==> src/rtl/syn_clk_div_bank.sv <==
// Bank of programmable clock dividers plus a software-triggered reset-pulse
// generator, all configured over the cortex local bus.
module syn_clk_div_bank #(
  parameter int unsigned NUM_CHNLS = 4,
  parameter int unsigned CNT_W     = 16,
  parameter int unsigned LB_ADDR_W = 8,
  parameter int unsigned RST_HOLD  = 16
) (
  input  logic                 clk_ir,
  input  logic                 rst_il,
  input  logic                 av_read_ih,
  input  logic                 av_write_ih,
  input  logic [LB_ADDR_W-1:0] av_addr_id,
  input  logic [31:0]          av_write_data_id,
  output logic                 av_wait_req_oh,
  output logic                 av_read_data_valid_oh,
  output logic [31:0]          av_read_data_od,
  output logic [NUM_CHNLS-1:0] clk_div_od,
  output logic [NUM_CHNLS-1:0] tick_oh,
  output logic                 sw_rst_ol
);

  localparam int unsigned HOLD_W = $clog2(RST_HOLD + 1);
  localparam int unsigned PCNT_W = (CNT_W > HOLD_W) ? CNT_W : HOLD_W;

  typedef enum logic [1:0] {ST_IDLE, ST_DELAY, ST_RUN} ch_state_e;

  logic [NUM_CHNLS-1:0]            r_ctrl;
  logic [CNT_W-1:0]                r_pw;
  logic [NUM_CHNLS-1:0][CNT_W-1:0] r_half_cfg;
  logic [NUM_CHNLS-1:0][CNT_W-1:0] r_dly_cfg;
  logic                            r_trig;
  logic [PCNT_W-1:0]               r_pcnt;
  logic                            r_sw_rst;
  logic                            r_rd_valid;
  logic [31:0]                     r_rd_data;

  logic                            w_rd_en;
  logic                            w_busy;
  logic [CNT_W-1:0]                w_pw_eff;
  logic [31:0]                     w_rd_data;
  logic                            w_unused_wdata;

  // A write wins a collision; the stalled read is retried by the master.
  assign w_rd_en        = av_read_ih & ~av_write_ih;
  assign av_wait_req_oh = av_read_ih & av_write_ih;
  assign w_busy         = r_trig | (r_pcnt != '0);
  assign w_pw_eff       = (r_pw == '0) ? CNT_W'(1) : r_pw;
  assign w_unused_wdata = ^av_write_data_id;

  always_ff @(posedge clk_ir or negedge rst_il) begin
    if (!rst_il) begin
      r_ctrl     <= '0;
      r_pw       <= CNT_W'(1);
      r_half_cfg <= {NUM_CHNLS{CNT_W'(1)}};
      r_dly_cfg  <= '0;
      r_trig     <= 1'b0;
    end else begin
      r_trig <= 1'b0;
      if (av_write_ih) begin
        if (av_addr_id == LB_ADDR_W'(0)) r_ctrl <= av_write_data_id[NUM_CHNLS-1:0];
        if (av_addr_id == LB_ADDR_W'(1)) begin
          r_pw   <= av_write_data_id[CNT_W-1:0];
          r_trig <= av_write_data_id[31];
        end
        for (int i = 0; i < NUM_CHNLS; i++) begin
          if (av_addr_id == LB_ADDR_W'(2 + 2 * i)) r_half_cfg[i] <= av_write_data_id[CNT_W-1:0];
          if (av_addr_id == LB_ADDR_W'(3 + 2 * i)) r_dly_cfg[i]  <= av_write_data_id[CNT_W-1:0];
        end
      end
    end
  end

  // Reset pulse: the power-on hold and software pulses share one down-counter.
  always_ff @(posedge clk_ir or negedge rst_il) begin
    if (!rst_il) begin
      r_pcnt   <= PCNT_W'(RST_HOLD);
      r_sw_rst <= 1'b0;
    end else if (r_trig) begin
      r_pcnt   <= PCNT_W'(w_pw_eff);
      r_sw_rst <= 1'b0;
    end else if (r_pcnt != '0) begin
      if (r_pcnt == PCNT_W'(1)) r_sw_rst <= 1'b1;
      r_pcnt <= r_pcnt - PCNT_W'(1);
    end
  end

  assign sw_rst_ol = r_sw_rst;

  always_comb begin
    w_rd_data = '0;
    if (av_addr_id == LB_ADDR_W'(0)) w_rd_data = 32'(r_ctrl);
    if (av_addr_id == LB_ADDR_W'(1)) begin
      w_rd_data     = 32'(r_pw);
      w_rd_data[31] = w_busy;
    end
    for (int i = 0; i < NUM_CHNLS; i++) begin
      if (av_addr_id == LB_ADDR_W'(2 + 2 * i)) w_rd_data = 32'(r_half_cfg[i]);
      if (av_addr_id == LB_ADDR_W'(3 + 2 * i)) w_rd_data = 32'(r_dly_cfg[i]);
    end
  end

  always_ff @(posedge clk_ir or negedge rst_il) begin
    if (!rst_il) begin
      r_rd_valid <= 1'b0;
      r_rd_data  <= '0;
    end else begin
      r_rd_valid <= w_rd_en;
      if (w_rd_en) r_rd_data <= w_rd_data;
    end
  end

  assign av_read_data_valid_oh = r_rd_valid;
  assign av_read_data_od       = r_rd_data;

  for (genvar gi = 0; gi < NUM_CHNLS; gi++) begin : g_chnl
    ch_state_e        r_state, w_state_nxt;
    logic [CNT_W-1:0] r_cnt, w_cnt_nxt;
    logic [CNT_W-1:0] r_shadow, w_shadow_nxt;
    logic [CNT_W-1:0] w_half_eff;
    logic             r_div, w_div_nxt;
    logic             r_tick, w_tick_nxt;

    assign w_half_eff = (r_half_cfg[gi] == '0) ? CNT_W'(1) : r_half_cfg[gi];

    always_ff @(posedge clk_ir or negedge rst_il) begin
      if (!rst_il) begin
        r_state  <= ST_IDLE;
        r_cnt    <= '0;
        r_shadow <= CNT_W'(1);
        r_div    <= 1'b0;
        r_tick   <= 1'b0;
      end else begin
        r_state  <= w_state_nxt;
        r_cnt    <= w_cnt_nxt;
        r_shadow <= w_shadow_nxt;
        r_div    <= w_div_nxt;
        r_tick   <= w_tick_nxt;
      end
    end

    // The half-period shadow reloads only on a toggle, so a live HALF write never truncates a phase.
    always_comb begin
      w_state_nxt  = r_state;
      w_cnt_nxt    = r_cnt;
      w_shadow_nxt = r_shadow;
      w_div_nxt    = r_div;
      w_tick_nxt   = 1'b0;
      if (!r_ctrl[gi]) begin
        w_state_nxt = ST_IDLE;
        w_cnt_nxt   = '0;
        w_div_nxt   = 1'b0;
      end else begin
        case (r_state)
          ST_IDLE: begin
            if (r_dly_cfg[gi] == '0) begin
              w_state_nxt  = ST_RUN;
              w_div_nxt    = 1'b1;
              w_tick_nxt   = 1'b1;
              w_shadow_nxt = w_half_eff;
              w_cnt_nxt    = CNT_W'(1);
            end else begin
              w_state_nxt = ST_DELAY;
              w_cnt_nxt   = r_dly_cfg[gi];
            end
          end
          ST_DELAY: begin
            if (r_cnt <= CNT_W'(1)) begin
              w_state_nxt  = ST_RUN;
              w_div_nxt    = 1'b1;
              w_tick_nxt   = 1'b1;
              w_shadow_nxt = w_half_eff;
              w_cnt_nxt    = CNT_W'(1);
            end else begin
              w_cnt_nxt = r_cnt - CNT_W'(1);
            end
          end
          ST_RUN: begin
            if (r_cnt >= r_shadow) begin
              w_div_nxt    = ~r_div;
              w_tick_nxt   = 1'b1;
              w_shadow_nxt = w_half_eff;
              w_cnt_nxt    = CNT_W'(1);
            end else begin
              w_cnt_nxt = r_cnt + CNT_W'(1);
            end
          end
          default: w_state_nxt = ST_IDLE;
        endcase
      end
    end

    assign clk_div_od[gi] = r_div;
    assign tick_oh[gi]    = r_tick;
  end

endmodule
==> config.mk <==
export PLATFORM = sky130hd
export DESIGN_NAME = syn_clk_div_bank
export DESIGN_NICKNAME = d
export VERILOG_FILES = /design/src/rtl/syn_clk_div_bank.sv
export SDC_FILE = /design/constraint.sdc
export NUM_CORES = 1
export LEC_CHECK = 0
export CAP_MARGIN = 15
export CORE_ASPECT_RATIO = 1.2
export CORE_MARGIN = 4
export CORE_UTILIZATION = 45
export DETAILED_ROUTE_END_ITERATION = 10
export GPL_TIMING_DRIVEN = 0
export PLACE_DENSITY_LB_ADDON = 0.08
export SYNTH_ARGS = -nofsm -noshare
export SYNTH_HDL_FRONTEND = slang
export SYNTH_SLANG_ARGS = --single-unit
==> constraint.sdc <==
create_clock -name clk_ir -period 5.9 [get_ports clk_ir]
set_input_delay 1.475 -clock clk_ir [delete_from_list [all_inputs] [get_ports clk_ir]]
set_output_delay 1.475 -clock clk_ir [all_outputs]
set_load 0.02 [all_outputs]
## Yosys cells after proc, flatten, opt, wreduce, memory -nomap -nowiden

Index checks and enable logic that the tools add are counted.

| cells by class | value |
|---|---|
| add/subtract/negate cells | 9 |
| multipliers | 0 |
| div/mod/pow operators | 0 |
| magnitude comparators | 8 |
| equality and inequality tests | 50 |
| shifts and indexed selects | 0 |
| muxes and demuxes | 114 |
| bitwise logic cells | 8 |
| reduce and logical (&&, ||, !) cells | 44 |

Operators by type and width:

| cell | number |
|---|---|
| $mux W16 | 35 |
| $pmux W16 S3 | 8 |
| $mux W32 | 9 |
| $logic_not A16 Y1 | 9 |
| $sub A16 B1 Y16 const B | 5 |
| $add A16 B1 Y16 const B | 4 |
| $ge A16 B16 Y1 | 4 |
| $le A16 B1 Y1 const B | 4 |
| $mux W1 | 37 |
| $ne A3 B3 Y1 const B | 12 |
| $eq A8 B3 Y1 const B | 4 |
| $ne A2 B2 Y1 const B | 16 |
| $reduce_and A2 Y1 | 15 |
| $mux W2 | 12 |
| $pmux W1 S3 | 8 |
| $pmux W2 S3 | 4 |
| $reduce_and A5 Y1 | 4 |
| $eq A16 B1 Y1 const B | 1 |
| $eq A8 B2 Y1 const B | 2 |
| $eq A8 B4 Y1 const B | 2 |
| $ne A4 B1 Y1 const B | 4 |
| $reduce_and A4 Y1 | 4 |
| $reduce_bool A16 Y1 | 1 |
| $reduce_bool A3 Y1 | 4 |
| other kinds (10) | 25 |

| word-level totals | value |
|---|---|
| register bits after elaboration | 343 |
| bits in latches | 0 |
| memory bits (writable) | 0 |
| bits in read-only memories | 0 |
| bits of input ports | 44 |
| output and inout port bits | 43 |
| word-level logic and storage cells | 268 |
| memories kept | 0 |

## Logic depth before layout (Yosys ltp)

| depth | value |
|---|---|
| depth after elaboration | 11 |
| mapped depth | 11 |
| mapped depth without buffers | 8 |

## Worst setup path after synthesis

OpenSTA, ideal clock, no wires.

| path | value |
|---|---|
| kind | in2reg |
| from | input port av_addr_id[5] |
| to | register r_dly_cfg[24] (netlist bit) |
| library setup time | 0.125 ns |
| data arrival time | 3.762 ns |
| data required time | 5.775 ns |
| path slack | 2.013 ns |
| stages | 6 |
| path buffers | 2 |
| cells stage by stage | or4_1 > or3b_2 > clkbuf_1 > nor2_1 > buf_2 > mux2_2 |

| on the way | value |
|---|---|
| word-level cells in the longest chain between the ends | 2 |

Ends and longest elaborated chain:

| what | RTL line | text |
|---|---|---|
| start: declaration | 13 | `input logic [LB_ADDR_W-1:0] av_addr_id,` |
| $eq A8 B3 Y1 | 68 | `if (av_addr_id == LB_ADDR_W'(3 + 2 * i)) r_dly_cfg[i] <= av_write_data_id[CNT_W-1:0];` |
| $reduce_and A2 Y1 (no source line) | - |  |
| end signal: indexed assignment | 68 |  |
| end: declaration | 31 | `logic [NUM_CHNLS-1:0][CNT_W-1:0] r_dly_cfg;` |

Every way passes these cells.
A chain may end at the register's enable or synchronous reset.

## Worst setup path after layout

| path | value |
|---|---|
| from | input port av_addr_id[5] |
| to | register r_half_cfg[59] (netlist bit) |

| on the way | value |
|---|---|
| word-level cells in the longest chain between the ends | 2 |

Ends and longest elaborated chain:

| what | RTL line | text |
|---|---|---|
| $eq A8 B4 Y1 | 67 | `if (av_addr_id == LB_ADDR_W'(2 + 2 * i)) r_half_cfg[i] <= av_write_data_id[CNT_W-1:0];` |
| $reduce_and A2 Y1 (no source line) | - |  |
| end signal: assignment | 55 | `r_half_cfg <= {NUM_CHNLS{CNT_W'(1)}};` |
| end signal: indexed assignment | 67 |  |
| end: declaration | 30 | `logic [NUM_CHNLS-1:0][CNT_W-1:0] r_half_cfg;` |

Every way passes these cells.

==> impl_metrics.py <==
metrics = {
    "run_status": {
        "status": "completed",
    },
    "yosys": {
        "yosysSeqAreaShare_pct": 40.5,
        "avgSynthCellArea_um2": 9.78,
        "synth_top_area_share_pct": 39.2,
        "synth.largest_area_cell": "dfrtp_1",
        "syn_inst": 2073,
        "syn_area_um2": 20300,
        "synth.area.top_cells": "dfrtp_1 39%, mux2_2 12%, ha_1 5.9%, o21ai_0 3.0%, nor2_1 2.5%",
        "ys_top_cells_by_count": "318 x dfrtp_1, 212 x mux2_2, 136 x nor2_1",
        "ys_warn_count": 0,
        "synth.most_common_cell": "dfrtp_1",
        "ys.flop_type": "dfrtp_1",
        "synth_seq_cells": 328,
        "yosys.cell_types.count": 85,
        "async_reset_ff_share_pct": 100,
        "synth_edf_count": 0,
    },
    "global_route": {
        "grt_pass1_vias": 16624,
        "antenna_found_initial": 2,
        "met2_usage_pct": 45.1,
        "grt_start_max_net_pins": 123,
        "met1_usage_pct": 34.5,
        "grt_use_met3_pct": 3.27,
        "grt_pass1_wl_mm": 101,
        "grt.total_usage_pct": 26.5,
        "grt_overflow": 0,
        "grt_busiest_layer": "met2",
    },
    "critical_path": {
        "end_kind": "register",
        "arrival_ps": 4860,
        "cp_max_fo": 10,
        "ff2ff_setup_slack_ps": 2210,
        "cp.required_ps": 6340,
        "critical_path_class": "in2reg",
        "cp-start-kind": "input port",
    },
    "sta": {
        "final-setup-viol-count": 0,
        "slew_violations": 0,
        "post-route-min-period_ps": 4410,
        "finalHoldViolations": 0,
        "fmax_ghz": 0.227,
        "finalSetupTns_ps": 0,
        "fin_crit_sh_pct": 74.8,
        "relSlewSlack_pct": 25.3,
        "worst_slew_pin_slew_ps": 1110,
        "skew_ps": 20.3,
        "rsz0062_at_grt": "no",
    },
    "clocking": {
        "clock_latency_ps": 560,
        "cts_buffers": 39,
        "cts.clk_slew.worst_paths_ps": 60,
        "cts_setup_buffers": 0,
        "ctsResizeCount": 0,
        "clockBufferDepth": 3,
        "clock_sinks": 328,
        "cts_hold_buf": 0,
        "cts-root-buf": "clkbuf_16",
        "cts_tree": "done",
        "h-tree-depth": 2,
    },
    "final_layout": {
        "area_growth_pct": 13.1,
        "multi_input_area_um2": 11000,
        "register_area_um2": 8220,
        "fin_nets": 2320,
        "final_area_um2": 22900,
        "stdcell_count": 2813,
        "drive_gt1_share_pct": 16.4,
        "n_fill_cell": 4120,
    },
    "power": {
        "peakVddDrop_mv": 0.326,
        "p_leak_nw": 10.1,
        "power_density_nw_per_um2": 480,
    },
    "placement": {
        "gp_congestion": 1.01,
        "place_inst": 2742,
        "post_dp_cell_area_um2": 21700,
        "io_buffers": 50,
        "dp_hpwl_mm": 48.2,
    },
    "die": {
        "die_width_um": 202,
        "die_h_um": 241,
        "io_pins": 87,
        "start_util_pct": 45.8,
        "die_area_um2": 48500,
        "core_area_um2": 44200,
        "fp-row-count": 84,
    },
    "route": {
        "wl_mm": 65.2,
        "drt_pre_antenna_iters": 8,
        "wl_per_cell_um": 23.2,
        "num_vias": 16822,
        "drt_iter0_markers": 1179,
        "drc": 0,
        "ant_nets": 0,
        "avgViaCountPerCell": 5.98,
    },
    "min_path": {
        "min_path_type": "reg2reg",
    },
    "flow_run": {
        "cap_violations": 0,
    },
}
==> metal layers <==
layer,up-vias,share of wire (%)
li1,7789,-
met1,8388,42
met2,510,48
met3,133,4.8
met4,2,4.4
met5,-,0.020
==> registers in the layout, summed over array words and instances (netlist names), 4 cells and up <==
register,cells
g_chnl.r_tick,4
r_pw,16
r_dly_cfg,64
r_half_cfg,64
r_ctrl,4
r_pcnt,16
av_read_data_od,17
g_chnl.r_div,4
g_chnl.r_state,8
g_chnl.r_cnt,64
g_chnl.r_shadow,64
==> critical path: stages <==
cell	delay, ps
clkdlybuf4s50_1	390
or4_1	670
nor2_1	250
nand3b_1	240
nor2_1	710
nand2_1	400
clkbuf_1	370
mux2_2	350
==> cell families after synthesis <==
| group | count (synthesis) | synth area share [%] |
|---|---|---|
| XOR/XNOR | 80 | 3.45 |
| AO/OA/AOI/OAI | 457 | 15.2 |
| multiplexers | 252 | 14.2 |
| flip-flops | 328 | 40.5 |
| other | 1 | 0.0185 |
| AND/OR/NAND/NOR | 599 | 15.3 |
| buffers and inverters | 261 | 5.42 |
| adder cells (fa/ha/maj) | 95 | 5.86 |
==> cell usage in the layout (no fill, tap or decap), types with 17 or more instances in the layout <==
| master | instances |
|---|---|
| nand3_1 | 58 |
| nand4_1 | 17 |
| dfrtp_1 | 318 |
| nand2_1 | 114 |
| or3_1 | 27 |
| o31ai_1 | 19 |
| buf_4 | 25 |
| xor2_1 | 40 |
| a31oi_1 | 17 |
| nor2_1 | 136 |
| nor3_1 | 65 |
| o21ai_0 | 121 |
| clkdlybuf4s50_1 | 49 |
| o22ai_1 | 32 |
| a22oi_1 | 21 |
| and3_1 | 26 |
| nor4_1 | 50 |
| a21oi_1 | 83 |
| clkbuf_16 | 39 |
| clkbuf_1 | 120 |
| mux2i_1 | 26 |
| xnor2_1 | 40 |
| ha_1 | 95 |
| inv_1 | 111 |
| mux2_2 | 212 |
| o211ai_1 | 19 |
==> stage by stage <==
step | setup slack [ps] | hold slack (ps) | power (mW) | utilization [%]
CTS | 1550 | 505 | 11.0 | 51.8
floorplan | 2010 | 477 | 6.97 | -
finish | 1490 | 498 | 11.0 | 51.8
global route | 1430 | 522 | 11.8 | 51.8
global placement | -11340 | 489 | 8.45 | 48.8
detailed placement | 975 | 491 | 8.53 | 49.0
==> power by group <==
part / switching, mW / internal [mW] / leakage (nW)
logic: 3.29 / 2.08 / 5.14
clock network: 0.981 / 1.46 / 0.614
registers: 0.477 / 2.72 / 4.35
==> cell type report <==
type / instances / area share [%]
flip-flops and latches: 328 / 35.8
clock buffers: 54 / 4.72
repair buffers: 53 / 2.48
diodes: 1 / 0.0109
multi-input cells: 1498 / 48.0
plain buffers: 149 / 2.96
clock inverters: 16 / 0.856
well taps: 602 / 3.28
inverters: 112 / 1.83
==> path summary, 6_finish.rpt <==
| check | startpoint | endpoint | cells after the start |
|---|---|---|---|
| setup / recovery | av_addr_id[5] | r_half_cfg[59]$_DFFE_PN0P_ | 8 |
| hold / removal | sw_rst_ol$_DFFE_PN0P_ | sw_rst_ol$_DFFE_PN0P_ | 2 |
| setup reg to reg | g_chnl[3].r_cnt[0]$_DFFE_PN0N_ | g_chnl[3].r_shadow[13]$_DFFE_PN0P_ | 10 |
| hold reg to reg | sw_rst_ol$_DFFE_PN0P_ | sw_rst_ol$_DFFE_PN0P_ | 2 |
| max in group asynchronous | rst_il | r_pw[9]$_DFFE_PN0P_ | 2 |
| min in group asynchronous | rst_il | g_chnl[3].r_cnt[10]$_DFFE_PN0N_ | 1 |
Power figures use the tool's default switching activity.
